## src/rtl/wb_gpio_arb.sv

```systemverilog
// wb_gpio_arb -- two-master round-robin arbiter onto a single Wishbone slave.
//
// Ports:
//   clk, rst                  system clock (rising edge), async active-high reset
//   m0_* / m1_*               master ports: adr_i, dat_i, we_i, cyc_i, stb_i in;
//                             ack_o, err_o, dat_o out
//   s_*                       slave port: adr_o, dat_o, we_o, cyc_o, stb_o out;
//                             ack_i, dat_i in
//   gnt_o                     one-hot current owner (bit0 = m0, bit1 = m1), 00 idle
//   dbg_state_o               FSM state for observation (0 = IDLE, 1 = GRANT)
//
// Handshake: a master requests while cyc_i && stb_i are high. Once granted,
// the owner's signals pass straight to the slave; the transfer ends on the
// first cycle s_ack_i is high (owner sees ack_o), on timeout (owner sees one
// err_o pulse), or when the owner drops cyc_i (silent abort). The arbiter
// always returns to IDLE for one cycle between transfers, so s_cyc_o/s_stb_o
// go low between consecutive grants.
module wb_gpio_arb #(
  parameter int wb_dat_width   = 32,
  parameter int wb_adr_width   = 32,
  parameter int timeout_cycles = 16
) (
  input  logic                    clk,
  input  logic                    rst,
  input  logic [wb_adr_width-1:0] m0_adr_i,
  input  logic [wb_dat_width-1:0] m0_dat_i,
  input  logic                    m0_we_i,
  input  logic                    m0_cyc_i,
  input  logic                    m0_stb_i,
  output logic                    m0_ack_o,
  output logic                    m0_err_o,
  output logic [wb_dat_width-1:0] m0_dat_o,
  input  logic [wb_adr_width-1:0] m1_adr_i,
  input  logic [wb_dat_width-1:0] m1_dat_i,
  input  logic                    m1_we_i,
  input  logic                    m1_cyc_i,
  input  logic                    m1_stb_i,
  output logic                    m1_ack_o,
  output logic                    m1_err_o,
  output logic [wb_dat_width-1:0] m1_dat_o,
  output logic [wb_adr_width-1:0] s_adr_o,
  output logic [wb_dat_width-1:0] s_dat_o,
  output logic                    s_we_o,
  output logic                    s_cyc_o,
  output logic                    s_stb_o,
  input  logic                    s_ack_i,
  input  logic [wb_dat_width-1:0] s_dat_i,
  output logic [1:0]              gnt_o,
  output logic                    dbg_state_o
);

  typedef enum logic {IDLE = 1'b0, GRANT = 1'b1} state_e;

  localparam logic [7:0] CNT_LAST = 8'(timeout_cycles - 1);

  state_e     state_q, state_d;
  logic       owner_q, owner_d;
  logic       last_q, last_d;
  logic [7:0] cnt_q, cnt_d;

  logic                    req0, req1, granted;
  logic                    own_cyc, own_stb, own_we;
  logic [wb_adr_width-1:0] own_adr;
  logic [wb_dat_width-1:0] own_dat;
  logic                    ack_ok, timeout;

  assign req0    = m0_cyc_i & m0_stb_i;
  assign req1    = m1_cyc_i & m1_stb_i;
  assign granted = (state_q == GRANT);

  // Owner's request signals, selected by the registered owner bit.
  assign own_cyc = owner_q ? m1_cyc_i : m0_cyc_i;
  assign own_stb = owner_q ? m1_stb_i : m0_stb_i;
  assign own_we  = owner_q ? m1_we_i  : m0_we_i;
  assign own_adr = owner_q ? m1_adr_i : m0_adr_i;
  assign own_dat = owner_q ? m1_dat_i : m0_dat_i;

  // An ack is only honoured while the owner still holds cyc; ack beats timeout.
  assign ack_ok  = granted & own_cyc & s_ack_i;
  assign timeout = granted & own_cyc & ~s_ack_i & (cnt_q == CNT_LAST);

  assign s_adr_o = granted ? own_adr : '0;
  assign s_dat_o = granted ? own_dat : '0;
  assign s_we_o  = granted & own_we;
  assign s_cyc_o = granted & own_cyc;
  assign s_stb_o = granted & own_stb;

  assign m0_ack_o = ack_ok & ~owner_q;
  assign m1_ack_o = ack_ok & owner_q;
  assign m0_err_o = timeout & ~owner_q;
  assign m1_err_o = timeout & owner_q;
  assign m0_dat_o = (granted && !owner_q) ? s_dat_i : '0;
  assign m1_dat_o = (granted && owner_q)  ? s_dat_i : '0;

  assign gnt_o       = granted ? {owner_q, ~owner_q} : 2'b00;
  assign dbg_state_o = state_q;

  always_ff @(posedge clk or posedge rst) begin
    if (rst) begin
      state_q <= IDLE;
      owner_q <= 1'b0;
      last_q  <= 1'b1;  // m0 wins the first tie
      cnt_q   <= '0;
    end else begin
      state_q <= state_d;
      owner_q <= owner_d;
      last_q  <= last_d;
      cnt_q   <= cnt_d;
    end
  end

  always_comb begin
    state_d = state_q;
    owner_d = owner_q;
    last_d  = last_q;
    cnt_d   = cnt_q;
    unique case (state_q)
      IDLE: begin
        if (req0 || req1) begin
          state_d = GRANT;
          cnt_d   = '0;
          // Tie goes to whoever did not finish last; otherwise the sole requester.
          owner_d = (req0 && req1) ? ~last_q : req1;
        end
      end
      GRANT: begin
        if (!own_cyc) begin
          state_d = IDLE;  // abort: fairness history untouched
          cnt_d   = '0;
        end else if (s_ack_i || (cnt_q == CNT_LAST)) begin
          state_d = IDLE;
          last_d  = owner_q;
          cnt_d   = '0;
        end else begin
          cnt_d = cnt_q + 8'd1;
        end
      end
      default: state_d = IDLE;
    endcase
  end

endmodule

```

## config.mk

```make
export PLATFORM = sky130hd
export DESIGN_NAME = wb_gpio_arb
export DESIGN_NICKNAME = d
export VERILOG_FILES = /design/src/rtl/wb_gpio_arb.sv
export SDC_FILE = /design/constraint.sdc
export NUM_CORES = 1
export LEC_CHECK = 0
export ABC_AREA = 1
export ABC_CLOCK_PERIOD_IN_PS = 1500
export CORE_AREA = 4 4 116 118
export CTS_BUF_LIST = sky130_fd_sc_hd__clkbuf_4 sky130_fd_sc_hd__clkbuf_8
export DETAILED_ROUTE_END_ITERATION = 10
export DIE_AREA = 0 0 120 122
export GPL_ROUTABILITY_DRIVEN = 0
export HOLD_SLACK_MARGIN = 0.02
export PLACE_DENSITY_LB_ADDON = 0.05
export RECOVER_POWER = 100
export REMOVE_ABC_BUFFERS = 1
export SLEW_MARGIN = 20
export SYNTH_ARGS = -nofsm -noshare
export SYNTH_HDL_FRONTEND = slang
export SYNTH_SLANG_ARGS = --single-unit
```

## constraint.sdc

```tcl
create_clock -name clk -period 1.5 [get_ports clk]
set_input_delay 0.15 -clock clk [delete_from_list [all_inputs] [get_ports clk]]
set_output_delay 0.15 -clock clk [all_outputs]
set_load 0.02 [all_outputs]
```

==> flow_metrics.py, run 1 <==
metrics = {
    "status": {
        "status": "complete, but fails checks",
        "violations": "setup timing",
    },
    "clocking": {
        "hold_buffers": 0,
        "cts_buffer_depth": 2,
        "root_buffer": "clkbuf_8",
        "cts-buffers-inserted": 3,
        "clock-sinks": 11,
        "cts_tree": "yes",
        "clock_latency_ns": 0.24,
        "cts_max_level": 1,
        "clk_pin_slew_ns": 0.05,
    },
    "grt": {
        "grt-ovfl-total": 0,
        "antenna_found_initial": 1,
        "grt_use_total_pct": 19.3,
        "grt_max_degree": 33,
        "grt_pass1_vias": 3194,
        "grt_pass1_wl_um": 21400,
    },
    "layout": {
        "area_growth_pct": 206,
        "layout-drive-gt1-share_pct": 27.3,
        "final_util_pct": 43.4,
        "design_area_mm2": 0.00541,
        "instances_no_fill": 790,
        "final_nets": 789,
        "diodes": 0,
        "fill_cells": 1310,
    },
    "yosys": {
        "ys_ff_latch": 11,
        "synthSimpleGateAreaFrac_pct": 29.8,
        "synth_xor_area_share_pct": 0.495,
        "ys_types": 22,
        "dominantRegCellSynth": "dfrtp_1",
        "synthCells": 286,
        "synthMuxAreaShare_pct": 0,
        "yosysMostFrequentCell": "nor2_1",
        "synth_adder_area_share_pct": 0.707,
        "syn-cell-area_mm2": 0.00177,
        "avgSynthCellArea_um2": 6.19,
        "synth_top_family_by_area": "compound AO/OA/AOI/OAI gates",
        "yosys_warnings": 0,
        "ys_async_sr_fraction_pct": 100,
        "synthTopCellsByArea": "a22o_1 33%, nor2_1 17%, dfrtp_1 14%",
        "synth-compound-area-share_pct": 35.3,
        "synth_top_cell_by_area": "a22o_1",
        "ys_seq_area_share_pct": 15.6,
        "netlist_top_cells_count": "79 x nor2_1, 66 x a22o_1, 45 x inv_1, 36 x nand2_1",
        "synth_top_area_share_pct": 32.7,
        "synth_edf_count": 0,
    },
    "setup_path": {
        "cp.required_ns": 1.35,
        "cp-startpoint": "dbg_state_o",
        "cp.arrival_ns": 1.51,
        "cp_max_fo": 20,
        "regToRegStartpoint": "cnt_q[0]",
        "startpoint_type": "flip-flop",
        "critPathKind": "flip-flop to output pin",
        "setup.worst_path.end_class": "output pin",
        "rr_worst_depth": 7,
    },
    "drt": {
        "wl_per_cell_um": 19.4,
        "ant_nets": 0,
        "vias": 3232,
        "drt_iter0_drc": 177,
        "viasPerCell": 4.09,
        "route.detailed.drc": 0,
        "drt-total-wl_um": 15300,
        "dr.pass1.iters": 6,
    },
    "placed_design": {
        "place_hpwl_um": 12500,
        "pre_cts_ws_ns": -0.356,
        "placedCellCount": 773,
        "port_buffers": 306,
        "placed_cell_area_mm2": 0.00516,
    },
    "power_and_ir_drop": {
        "p_comb_share_pct": 84.0,
        "power_leakage_nw": 2.80,
        "p_switching_w": 0.00188,
        "internal-power_w": 0.00235,
        "seq_power_share_pct": 8.5,
        "max-vdd-ir-drop_mv": 0.437,
        "pwr-share-clk_pct": 7.5,
        "p_sw_share_pct": 44.5,
        "power_per_cell_area_mw_per_mm2": 781,
    },
    "sta": {
        "skew_ns": 0.00146,
        "maxSlewHeadroom_pct": 68.8,
        "final.min_clock_period_ns": 1.66,
        "hold_viol": 0,
        "grt_setup_unrepaired": "yes",
        "slew_violations": 0,
        "hold_slack_ns": 0.365,
        "fmax_ghz": 0.603,
        "worst_slack_ns": -0.159,
        "finalSetupViolCount": 99,
        "min_period_over_period_pct": 111,
        "tightest_slew_ns": 0.468,
    },
    "die": {
        "rows": 41,
        "initial_core_util_pct": 14.2,
        "die_h_um": 122,
        "core_area_mm2": 0.0125,
        "die_x_um": 120,
        "die-area_mm2": 0.0146,
        "io-pin-count": 307,
    },
    "job": {
        "cap_violations": 0,
    },
    "min_path": {
        "hold_class": "primary input to async pin",
    },
}
worst max-delay path: stages (launching register included):
cell and delay [ns]:
dfrtp_1 0.42, nand2_2 0.13, inv_6 0.07, buf_12 0.15, buf_6 0.12, a22o_1 0.23, buf_6 0.14
what timing repair did:
item	CTS	global route
pin swaps	5	1
endpoints found under the hold margin	0	0
setup endpoints to repair	138	136
setup buffers	3	5
cloned	5	0
resized for setup	542	65
area by class of cell:
cell class	instances	area (um^2)	area share [%]
clock buffers	4	48.8	0.901
flip-flops and latches	11	277	5.11
multi-input cells	207	1240	23.0
inverters	48	193	3.56
repair buffers	348	3440	63.5
well taps	172	215	3.98
per-layer routing:
| metal | part of all wire (%) | track usage (%) | vias to the layer above |
|---|---|---|---|
| li1 | - | - | 1618 |
| met1 | 38 | 22.3 | 1458 |
| met2 | 52 | 35.0 | 134 |
| met3 | 8.4 | 6.04 | 20 |
| met4 | 1.7 | 4.37 | 2 |
| met5 | 0.046 | 0 | - |
metrics by stage:
stage	setup TNS, ns	power (W)
2_1_floorplan	-41.56	0.00172
3_3_place_gp	-28.43	0.00361
3_5_place_dp	-28.99	0.00360
4_1_cts	-11.55	0.00416
5_1_grt	-16.45	0.00447
6_report	-8.89	0.00423
cell families (layout without fill, tap and decap cells):
group	count (synthesis)	after routing
compound gates	74	74
xor+xnor	1	1
fa+ha+maj	1	1
buf+inv	68	400
flops	11	11
simple gates	131	131
path summary, 6_finish.rpt:
kind	to	slack (ns)
setup reg to reg	cnt_q[5]	0.12
setup / recovery	s_dat_o[6]	-0.16
hold reg to reg	last_q	0.47
max in group asynchronous	last_q	0.79
hold / removal	cnt_q[3]	0.36
min in group clk	last_q	0.47
power by group through the flow:
stage | logic (W) | clock network (W) | registers [W]
after floorplan | 0.00134 | 0 | 0.000375
after global placement | 0.00325 | 0 | 0.000362
after detailed placement | 0.00324 | 0 | 0.000363
after CTS | 0.00347 | 0.000335 | 0.000358
after global routing | 0.00376 | 0.000354 | 0.000359
final | 0.00355 | 0.000318 | 0.000358
registers in the layout, indices dropped and copies added (netlist names):
signal       flops
cnt_q            8
dbg_state_o      1
last_q           1
owner_q          1
layout by cell type, fill, tap and decap left out:
cell	instances
xor2_1	1
a31o_2	1
clkbuf_8	3
buf_2	20
o21bai_1	1
a22o_4	7
nor2_1	75
dfstp_2	1
inv_6	1
dlygate4sd3_1	1
dfrtp_1	10
nand3_1	10
nand2_1	36
buf_4	46
clkbuf_2	2
ha_1	1
a22o_1	59
nand4_1	2
buf_12	7
o21ai_0	6
dlygate4sd2_1	32
nor3_1	1
nor2_2	4
clkdlybuf4s50_1	167
clkbuf_1	1
inv_8	1
nor2_4	1
inv_2	1
clkdlybuf4s15_1	1
buf_16	4
nand2_2	1
nand2_4	1
inv_1	45
clkbuf_4	1
buf_6	67
(Power assumes the default switching activity.)
==> inputs of run 2 (changes only) <==
--- a/config.mk
+++ b/config.mk
@@ -7,6 +7,7 @@
 export LEC_CHECK = 0
 export ABC_AREA = 1
 export ABC_CLOCK_PERIOD_IN_PS = 1500
+export CAP_MARGIN = 5
 export CORE_AREA = 4 4 116 118
 export CTS_BUF_LIST = sky130_fd_sc_hd__clkbuf_4 sky130_fd_sc_hd__clkbuf_8
 export DETAILED_ROUTE_END_ITERATION = 10
==> results of run 2 <==
No change in the layout: final DEF, timing and power equal those of run 1.
